<file path="config.mk">
export PLATFORM = sky130hd
export DESIGN_NAME = multicycle_alu
export DESIGN_NICKNAME = d
export VERILOG_FILES = /design/src/rtl/multicycle_alu.sv
export SDC_FILE = /design/constraint.sdc
export NUM_CORES = 1
export LEC_CHECK = 0
export CORE_MARGIN = 2
export CORE_UTILIZATION = 44
export CTS_BUF_LIST = sky130_fd_sc_hd__clkbuf_2 sky130_fd_sc_hd__clkbuf_4 sky130_fd_sc_hd__clkbuf_8
export DETAILED_ROUTE_END_ITERATION = 12
export HOLD_SLACK_MARGIN = 0.05
export PLACE_DENSITY = 0.67
export SYNTH_ARGS = -nofsm -noshare
export SYNTH_HDL_FRONTEND = slang
export SYNTH_SLANG_ARGS = --single-unit
</file>
<file path="constraint.sdc">
create_clock -name clk -period 4.55 [get_ports clk]
set_clock_uncertainty 0.1 [all_clocks]
set_input_delay 0.6825 -clock clk [delete_from_list [all_inputs] [get_ports clk]]
set_output_delay 0.6825 -clock clk [all_outputs]
set_load 0.05 [all_outputs]
</file>
<file path="src/rtl/multicycle_alu.sv">
// Multi-cycle 32-bit ALU with valid/ready handshakes; shifts iterate one bit per cycle.
// Define ALU_FAST_SHIFT_EN to replace the iterative shifter with a single-cycle barrel shifter.
module multicycle_alu (
    input  logic        clk,
    input  logic        reset,
    input  logic        in_valid,
    output logic        in_ready,
    input  logic [2:0]  alu_op,
    input  logic [31:0] alu_in_1,
    input  logic [31:0] alu_in_2,
    output logic        out_valid,
    input  logic        out_ready,
    output logic [31:0] alu_result,
    output logic        alu_zero
);

    localparam logic [2:0] OP_ADD = 3'b000;
    localparam logic [2:0] OP_SUB = 3'b001;
    localparam logic [2:0] OP_SLL = 3'b010;
    localparam logic [2:0] OP_XOR = 3'b011;
    localparam logic [2:0] OP_OR  = 3'b100;
    localparam logic [2:0] OP_AND = 3'b101;
    localparam logic [2:0] OP_SRL = 3'b110;
    localparam logic [2:0] OP_SRA = 3'b111;

    typedef enum logic [1:0] {
        IDLE = 2'd0,
        BUSY = 2'd1,
        DONE = 2'd2
    } state_e;

    state_e      state_q, state_d;
    logic [31:0] result_q, result_d;
    logic        accept;
    logic [4:0]  shamt;

`ifndef ALU_FAST_SHIFT_EN
    logic [31:0] work_q, work_d;
    logic [4:0]  cnt_q, cnt_d;
    logic [2:0]  op_q, op_d;
`endif

    function automatic logic is_shift(input logic [2:0] op);
        return (op == OP_SLL) || (op == OP_SRL) || (op == OP_SRA);
    endfunction

    // Single-cycle evaluation; also covers zero-distance shifts in the iterative build.
    function automatic logic [31:0] eval_op(input logic [2:0] op,
                                            input logic [31:0] a,
                                            input logic [31:0] b);
        logic [31:0] r;
        case (op)
            OP_ADD:  r = a + b;
            OP_SUB:  r = a - b;
            OP_SLL:  r = a << b[4:0];
            OP_XOR:  r = a ^ b;
            OP_OR:   r = a | b;
            OP_AND:  r = a & b;
            OP_SRL:  r = a >> b[4:0];
            default: r = $unsigned($signed(a) >>> b[4:0]);
        endcase
        return r;
    endfunction

`ifndef ALU_FAST_SHIFT_EN
    function automatic logic [31:0] shift_step(input logic [2:0] op, input logic [31:0] w);
        logic [31:0] r;
        case (op)
            OP_SLL:  r = {w[30:0], 1'b0};
            OP_SRL:  r = {1'b0, w[31:1]};
            default: r = {w[31], w[31:1]};
        endcase
        return r;
    endfunction
`endif

    assign accept = in_valid && in_ready;
    assign shamt  = alu_in_2[4:0];

    always_ff @(posedge clk or negedge reset) begin
        if (!reset) begin
            state_q <= IDLE;
        end else begin
            state_q <= state_d;
        end
    end

    always_comb begin
        state_d = state_q;
        case (state_q)
            IDLE: begin
                if (accept) begin
`ifndef ALU_FAST_SHIFT_EN
                    if (is_shift(alu_op) && (shamt != 5'd0)) begin
                        state_d = BUSY;
                    end else begin
                        state_d = DONE;
                    end
`else
                    state_d = DONE;
`endif
                end
            end
`ifndef ALU_FAST_SHIFT_EN
            BUSY: begin
                if (cnt_q == 5'd1) begin
                    state_d = DONE;
                end
            end
`endif
            DONE: begin
                if (out_ready) begin
                    state_d = IDLE;
                end
            end
            default: state_d = IDLE;
        endcase
    end

    always_comb begin
        in_ready  = (state_q == IDLE);
        out_valid = (state_q == DONE);
    end

    // Result register only changes when entering DONE, so partial shifts never reach the output.
    always_comb begin
        result_d = result_q;
`ifndef ALU_FAST_SHIFT_EN
        work_d   = work_q;
        cnt_d    = cnt_q;
        op_d     = op_q;
`endif
        case (state_q)
            IDLE: begin
                if (accept) begin
`ifndef ALU_FAST_SHIFT_EN
                    if (is_shift(alu_op) && (shamt != 5'd0)) begin
                        work_d = alu_in_1;
                        cnt_d  = shamt;
                        op_d   = alu_op;
                    end else begin
                        result_d = eval_op(alu_op, alu_in_1, alu_in_2);
                    end
`else
                    result_d = eval_op(alu_op, alu_in_1, alu_in_2);
`endif
                end
            end
`ifndef ALU_FAST_SHIFT_EN
            BUSY: begin
                work_d = shift_step(op_q, work_q);
                cnt_d  = cnt_q - 5'd1;
                if (cnt_q == 5'd1) begin
                    result_d = shift_step(op_q, work_q);
                end
            end
`endif
            default: ;
        endcase
    end

    always_ff @(posedge clk or negedge reset) begin
        if (!reset) begin
            result_q <= 32'd0;
`ifndef ALU_FAST_SHIFT_EN
            work_q   <= 32'd0;
            cnt_q    <= 5'd0;
            op_q     <= 3'd0;
`endif
        end else begin
            result_q <= result_d;
`ifndef ALU_FAST_SHIFT_EN
            work_q   <= work_d;
            cnt_q    <= cnt_d;
            op_q     <= op_d;
`endif
        end
    end

    assign alu_result = result_q;
    assign alu_zero   = (result_q == 32'd0);

endmodule

</file>
# Yosys cells after proc, flatten, opt, wreduce, memory -nomap -nowiden
# Index checks and enable logic that the tools add are counted.
# W data, S select, Z words.
classes:
  addsub: 3
  div: 0
  n_mul: 0
  mux: 17
  n_shift: 3
  n_bitwise: 3
  eq_ne: 17
  reduce_logical: 13
  n_lt_le_gt_ge: 0
op_table:
  columns: ["op", "n"]
  rows:
  - ["$pmux W32 S7", 1]
  - ["$pmux W32 S2", 3]
  - ["$mux W32", 5]
  - ["$add A32 B32 Y32", 1]
  - ["$and A32 B32 Y32", 1]
  - ["$logic_not A32 Y1", 1]
  - ["$or A32 B32 Y32", 1]
  - ["$shl A32 B5 Y32", 1]
  - ["$shr A32 B5 Y32", 1]
  - ["$sshr A32 B5 Y32", 1]
  - ["$sub A32 B32 Y32", 1]
  - ["$xor A32 B32 Y32", 1]
  - ["$eq A3 B3 Y1 const B", 5]
  - ["$mux W5", 2]
  - ["$pmux W5 S2", 1]
  - ["$eq A3 B2 Y1 const B", 3]
  - ["$reduce_and A3 Y1", 3]
  - ["$mux W2", 4]
  - ["$ne A2 B1 Y1 const B", 3]
  - ["$pmux W2 S3", 1]
  - ["$eq A5 B1 Y1 const B", 1]
  - ["$reduce_bool A5 Y1", 1]
  - ["$sub A5 B1 Y5 const B", 1]
  - ["$ne A2 B2 Y1 const B", 2]
  - ["other kinds (9)", 11]
word_totals:
  latchBits: 0
  out_inout_bits: 35
  mem_count: 0
  word_cells: 61
  inputBits: 71
  reg_bits: 74
  ramBits: 0
  mem_bits_ro: 0

# Depth between registers and ports, before layout
# Gate-level depths: netlist of run 1.
depth:
  depth_word: 7
  ltp_mapped: 20
  mapped_depth_nobuf: 17

# Worst setup path before layout of run 1
# Ideal clock, no wire load.
synth_path:
  kind: "input to register"
  startpoint: "in alu_in_2[1]"
  endpoint: "reg result_q[28] (netlist: alu_result[28])"
  cell_stages: 18
  setup_time_ns: 0.110
  n_path_buf: 3
  t_required_ns: 4.340
  arrival_time_ns: 4.162
  slack_ns: 0.178
  cell_sequence: "inv_1 buf_2 buf_2 ha_1 nand4_1 nor3_1 and2_1 nand3_1 o21ai_0 xnor2_1 ha_1 clkbuf_1 nand2_1 or2_2 a21oi_1 nor3_1 mux2_2 o41ai_1"
synth_between:
  elab_chain_cells: 5
  word_cells_on_any_way: 13
  classes_between: "add/sub: 2; eq/ne: 1; shift: 3; mux: 4; reduce/logical: 3"
synth_lines:
  columns: ["item", "line", "rtl"]
  rows:
  - ["start: declaration", "10", "input logic [31:0] alu_in_2,"]
  - ["$sub A32 B32 Y32, or another cell as far along", "54", "OP_SUB: r = a - b;"]
  - ["$pmux W32 S7", "52", "case (op)"]
  - ["$mux W32", "137", "if (is_shift(alu_op) && (shamt != 5'd0)) begin"]
  - ["$mux W32", "135", "if (accept) begin"]
  - ["$pmux W32 S2", "133", "case (state_q)"]
  - ["end signal: assignment", "171", "result_q <= result_d;"]
  - ["end: declaration", "33", "logic [31:0] result_q, result_d;"]
# Several ways; a longest one is shown, not always the timed one. The select of a mux whose other input is x is not followed.
# A chain may end at the register's enable or synchronous reset.

# Final worst setup path of run 1
layout_path:
  startpoint: "in alu_in_2[2]"
  endpoint: "reg result_q[24] (netlist: alu_result[24])"
# The elaborated chain is that of the path after synthesis.

==> results of run 1 <==
-- path summary, 6_finish.rpt --
check | startpoint | slack [ns] | endpoint
setup / recovery | alu_in_2[2] | 0.27 | alu_result[24]
hold / removal | reset | 0.35 | alu_result[2]
setup reg to reg | cnt_q[1] | 1.47 | alu_result[23]
hold reg to reg | work_q[0] | 0.40 | work_q[0]
max in group asynchronous | reset | 3.34 | work_q[16]
min in group clk | work_q[0] | 0.40 | work_q[0]
-- sequential cells by signal, summed over array words and instances (netlist names) --
signal,count
state_q,2
op_q,3
alu_result,32
cnt_q,5
work_q,32
-- cells in the mapped netlist, types with 7 or more instances --
library cell / number
nand3_1: 38
nor2_1: 189
a211o_1: 8
o221ai_1: 12
mux2i_1: 54
or3_1: 7
o211ai_1: 17
o21ai_0: 166
xnor2_1: 41
a211oi_1: 20
nand2b_1: 8
nor2b_1: 7
nor3_1: 30
clkbuf_1: 82
a221oi_1: 10
dfrtp_1: 74
buf_1: 13
nand4_1: 16
buf_2: 18
o22ai_1: 19
a21o_1: 20
mux2_2: 24
mux4_2: 32
ha_1: 100
mux4_1: 9
nand2_1: 238
a21oi_1: 158
a22oi_1: 7
a31oi_1: 25
o31ai_1: 10
and3_1: 9
nor4_1: 15
inv_1: 88
o21a_1: 14
-- kinds of logic after synthesis --
group	synth area share
and+or+nand+nor	0.2066
AOI/OAI and AO/OA	0.2796
buffers and inverters	0.07293
muxes	0.1535
adders and majority gates	0.1033
DFF	0.1505
xor gates and xnor gates	0.03347
-- power by group through the flow --
stage,clock network (W),registers (W),logic [W]
final,0.000586,0.00130,0.00390
after global routing,0.000616,0.00133,0.00416
after detailed placement,0,0.00130,0.00379
after CTS,0.000589,0.00129,0.00380
after floorplan,0,0.00166,0.00194
after global placement,0,0.00129,0.00375
-- worst max-delay path: stages --
cell and delay, ns:
buf_2 0.11, or3_1 0.45, or4_4 0.47, or2_1 0.24
nor2_1 0.18, a41oi_1 0.16, xnor2_1 0.15, ha_1 0.35
a21oi_1 0.20, buf_4 0.13, o21bai_1 0.05, a21oi_1 0.18
o21ai_0 0.17, o21ai_0 0.59, a2111o_1 0.25, o211ai_1 0.09
-- area by class of cell --
type | instances | area share
Clock buffer | 9 | 0.008258
Timing Repair Buffer | 309 | 0.1698
Tap cell | 378 | 0.03153
Multi-Input combinational cell | 1408 | 0.6390
Inverter | 89 | 0.02227
Sequential cell | 74 | 0.1235
Clock inverter | 7 | 0.005672
-- metrics by stage --
step | util | area [um^2] | setup WS [ns]
global route | 0.5429 | 15000 | 0.002686
finish | 0.5429 | 15000 | 0.2706
floorplan | - | 12300 | 0.1778
CTS | 0.5427 | 14990 | 0.1653
global placement | 0.5351 | 14780 | -0.2040
detailed placement | 0.5351 | 14780 | -0.2460
-- per-layer routing --
metal / share of wire / routed length (um) / up-vias
li1: - / - / 6596
met2: 0.41 / 25500 / 951
met4: 0.053 / 3247 / 2
met5: 0.00028 / 17 / -
met1: 0.41 / 25280 / 6957
met3: 0.12 / 7541 / 165
-- what timing repair did --
| action | 4_1_cts | 5_1_grt |
|---|---|---|
| setup buffers | 0 | 0 |
| endpoints found under the setup margin | 0 | 1 |
| gates resized for setup | 0 | 2 |
| hold buffers | 0 | 0 |
==> out/summary.txt, run 1 <==
Net Sw Power: 0.003156 W
# rows: 61
Hold_ws: 0.3476 ns
Max Root-Sink Buffers: 2
Max Clock Freq: 233.7 MHz
Initial Utilization: 0.4452
Port Buffers: 105
Pwr Density: 385.7 mW/mm^2
Synthesized Nets: 1866
Endpoint class of the critical path: flop
Synth Area per Inst: 7.261 um^2
CP Data Required Time: 4.73 ns
Post-synth EDFFs: 0
Routed len/inst: 27.08 um
FILL cells: 2802
Worst hold path type: input pin to asynchronous set/reset pin
VDD IR max: 0.2263 mV
Setup violators final: 0
Core region area: 0.02763 mm^2
Power Total: 0.005786 W
TritonCTS clock tree: built
Seq cells post-synth: 74
Finished Layout Cells: 2274
Largest net degree at the start of global routing: 75
Top FF cell, synth: dfrtp_1
HPWL after DPL: 47920 um
Most used routing layer: met2
Via count: 14670
Post-synth cell types: 86
Clock root cell: clkbuf_8
Register area: 0.001852 mm^2
Clock Power Share: 0.101
Max-cap violation count: 0
WS Path Type: input pin to flop
Sequential area share after synthesis: 0.1505
Routing usage on met2: 0.6143
Share of power burned in registers: 0.225
GR Layer Usage met3: 0.1024
Initial drt markers: 1892
Cells after DPL: 2258
Synthesized cell area: 0.01230 mm^2
RSZ-0062 raised after global routing: false
Top-area cell type share of the netlist area: 0.1505
Cell Int Power: 0.002630 W
Reg2reg path depth: 10
Yosys warning count: 0
Worst Path Max Fanout: 6
Die outline width: 171.2 um
Tmin final: 4.279 ns
Final hold violation count: 0
Total I/O pin count: 106
CTS sink cnt: 74
P_leak: 6.504 nW
Antenna violations before repair: 1
Area of the multi-input gates: 0.009584 mm^2
Die H: 171.2 um
Global route overflow: 0
Status: finished, final reports clean
CP arrival: 4.46 ns
Synth-to-Final Area Change: 21.94%
Die area: 0.02931 mm^2
Slew Limit Fails: 0
Cells after Synth: 1694
Most common cell after layout, fill and taps aside: nand2_1
Sum Neg Setup Slack: 0 ns
# DRC: 0
Layout cell share with drive strength beyond 1: 0.1661
Worst-Margin Slew: 1.272 ns
Fin nets: 2063
Final WL: 61590 um
Most frequent cells in the layout: nand2_1 (238), buf_4 (206), nor2_1 (188)
Tot GR Track Use: 0.4195
GP Congestion: 1.084
Antenna-violating nets left: 0
Yosys top cell by area: dfrtp_1
Skew-Pair Late Insertion Delay: 0.39 ns
Worst relative slew slack: 0.1449
N_diodes: 0
DR pass1 iterations: 5
H-tree levels: 3
Vias in the first global route: 13690
Global-route wire length before repair: 89990 um
CP Launch Type: input pin
Most area-consuming cells after synthesis: dfrtp_1 (15%), ha_1 (10%), nand2_1 (7.3%), o21ai_0 (6.8%), a21oi_1 (6.4%)
Ys async rst share: 1.000
Final period util: 0.9405
Num CTS Buffers: 9
Via-to-Cell Ratio: 6.452
Sw Share: 0.5455
Met1 Track Usage GR: 0.5743
Clk slew on worst S/H paths: 0.11 ns
Combinational share of power: 0.674
Power figures use the tool's default switching activity.
==> run 2: changes to the inputs <==
- ABC_AREA: default -> 1
==> run 2 against run 1 <==
Effect of this change: global-route usage shrank 3.5 points; clock power is essentially flat; critical endpoint is now alu_result[28]; combinational power shrank 8.7%; total power shrank 6.2%; largest power group unchanged; non-clock buffer count shrank 152; worst hold slack gained 0.0080 ns.
==> out/summary.txt, run 2 <==
Antenna violations before repair: 0
Pwr Density: 377.2 mW/mm^2
Cells after DPL: 2751
Seq cells post-synth: 74
Worst Path Max Fanout: 5
Sum Neg Setup Slack: 0 ns
Most frequent cell after synthesis: nand2_1
Clock root cell: clkbuf_8
Top FF cell, synth: dfrtp_1
WS Path Type: input pin to flop
Synth-to-Final Area Change: 12.27%
Largest net degree at the start of global routing: 95
Synth Area per Inst: 5.532 um^2
Final hold violation count: 0
Via-to-Cell Ratio: 5.840
P_leak: 7.621 nW
Worst-Margin Slew: 1.033 ns
Tmin final: 4.245 ns
Die area: 0.03050 mm^2
Max Clock Freq: 235.6 MHz
Status: finished, final reports clean
Post-synth EDFFs: 0
Yosys warning count: 0
Layout cell share with drive strength beyond 1: 0.05497
Port Buffers: 105
Antenna-violating nets left: 0
Critical-path cell list: clkdlybuf4s50_1 > inv_8 > ha_1 > inv_1 > nor2_2 > nand4_2 > nor2_2 > nand2_1 > o21ai_2 > nand2_1 > xor2_1 > ha_1 > nand2_1 > nor2_1 > nand2_1 > nor3_1 > nand2_1 > nand3_1 > nand3_1 > nand2_1 > nand2_1 > a21oi_1
CP peak stage delay: 0.51 ns
Bufs and invs on worst path: 3
# rows: 62
Sequential area share after synthesis: 0.1445
Crit path top cell by count: nand2_1
Tot GR Track Use: 0.3849
HPWL after DPL: 47710 um
Most frequent cells in the layout: nand2_1 (724), nand3_1 (289), inv_1 (268), nor2_1 (268), o21ai_0 (160)
# DRC: 0
Initial Utilization: 0.4463
Max Root-Sink Buffers: 2
Final period util: 0.9329
Slew Limit Fails: 0
Skew-Pair Late Insertion Delay: 0.37 ns
Initial drt markers: 2231
Max-cap violation count: 0
Final WL: 60030 um
CP Data Required Time: 4.75 ns
H-tree levels: 3
GP Congestion: 1.053
Via count: 16160
Met1 WL: 25600 um
Routed len/inst: 21.69 um
Cell family with most CP delay: simple AND/OR/NAND/NOR gates
Num CTS Buffers: 9
N_diodes: 0
Top Metal Used: met4
Post-cts resize count: 0
Global-route wire length before repair: 88570 um
Cells after Synth: 2316
Most area-consuming cells after synthesis: nand2_1 (21%), dfrtp_1 (14%), nand3_1 (11%), ha_1 (9.8%), inv_1 (7.9%)
VDD IR max: 0.2879 mV
Slowest CP cell: clkdlybuf4s50_1
Yosys top cell by area: nand2_1
Worst hold path type: input pin to asynchronous set/reset pin
CP Launch Type: input pin
Finished Layout Cells: 2767
Synthesized cell area: 0.01281 mm^2
Die H: 174.6 um
Top-area cell type share of the netlist area: 0.2121
Most common cell after layout, fill and taps aside: nand2_1
Setup Buffers After CTS: 0
Global route overflow: 0
Ys async rst share: 1.000
Vias in the first global route: 14580
TritonCTS clock tree: built
Hold buffers post-CTS: 0
Met2 Wirelength: 24100 um
DR pass1 iterations: 6
Fin nets: 2550
Routed met3 length: 6161 um
Endpoint class of the critical path: flop
Power Total: 0.005425 W
Clk slew on worst S/H paths: 0.08 ns
CP arrival: 4.45 ns
Core region area: 0.02870 mm^2
Worst relative slew slack: 0.3106
Total I/O pin count: 106
Post-synth top cells: nand2_1 (724), nand3_1 (289), inv_1 (268), nor2_1 (268), o21ai_0 (160)
CTS sink cnt: 74
Synthesized Nets: 2488
Die outline width: 174.6 um
Setup violators final: 0
RSZ-0062 raised after global routing: false
Post-synth cell types: 55
-- run 2: cell types whose count changed after synthesis, moves of 24 or more --
cell	previous run	this run
nand2_1	238	724
nand3_1	38	289
inv_1	88	268
nor2_1	189	268
mux2i_1	54	0
clkbuf_1	82	34
a21oi_1	158	117
xnor2_1	41	1
buf_2	18	50
mux4_2	32	0
xor2_1	6	31
mux2_2	24	0
-- run 2: metrics by stage --
step	cell area (um^2)	util	setup WS (ns)	hold slack, ns
floorplan	12810	-	1.012	0.2869
global placement	14160	0.4934	0.02381	0.3355
detailed placement	14160	0.4934	0.01853	0.3469
CTS	14380	0.5011	0.3921	0.3683
global route	14380	0.5011	0.01649	0.3862
finish	14380	0.5011	0.3052	0.3557
-- run 2: path summary, 6_finish.rpt --
check	startpoint	to	slack (ns)	cells past startpoint
setup reg to reg	op_q[0]	work_q[9]	2.01	9
hold reg to reg	op_q[1]	op_q[1]	0.36	2
setup / recovery	alu_in_2[0]	alu_result[28]	0.31	22
min in group clk	op_q[1]	op_q[1]	0.36	2
hold / removal	reset	alu_result[4]	0.36	1
max in group asynchronous	reset	alu_result[23]	3.38	1
-- run 2: layout make-up --
type | instances | area, um^2
flip-flops and latches | 74 | 1852
fillers | 3122 | 14320
multi-input cells | 1860 | 9341
well taps | 384 | 480.5
repair buffers | 157 | 1441
clock buffers | 10 | 131.4
inverters | 276 | 1046
clock inverters | 6 | 90.09
-- run 2: cells by family after synthesis --
| group | after synthesis | share of synthesized area |
|---|---|---|
| compound gates | 345 | 0.1511 |
| xor+xnor | 32 | 0.02188 |
| fa+ha+maj | 101 | 0.09923 |
| buf+inv | 382 | 0.1271 |
| flops | 74 | 0.1445 |
| simple gates | 1382 | 0.4562 |
-- run 2: layer usage --
layer	up-vias	GRT usage
met4	0	0.2309
met2	975	0.5559
met5	-	0
met3	173	0.05352
met1	7417	0.5428
li1	7593	-
-- run 2: report_power, final --
group / leakage, nW / internal [W] / switching, W / total (W)
registers: 0.879 / 0.000988 / 0.000288 / 0.00128
logic: 6.63 / 0.00109 / 0.00247 / 0.00356
clock network: 0.110 / 0.000317 / 0.000268 / 0.000585
total: 7.62 / 0.00240 / 0.00303 / 0.00542
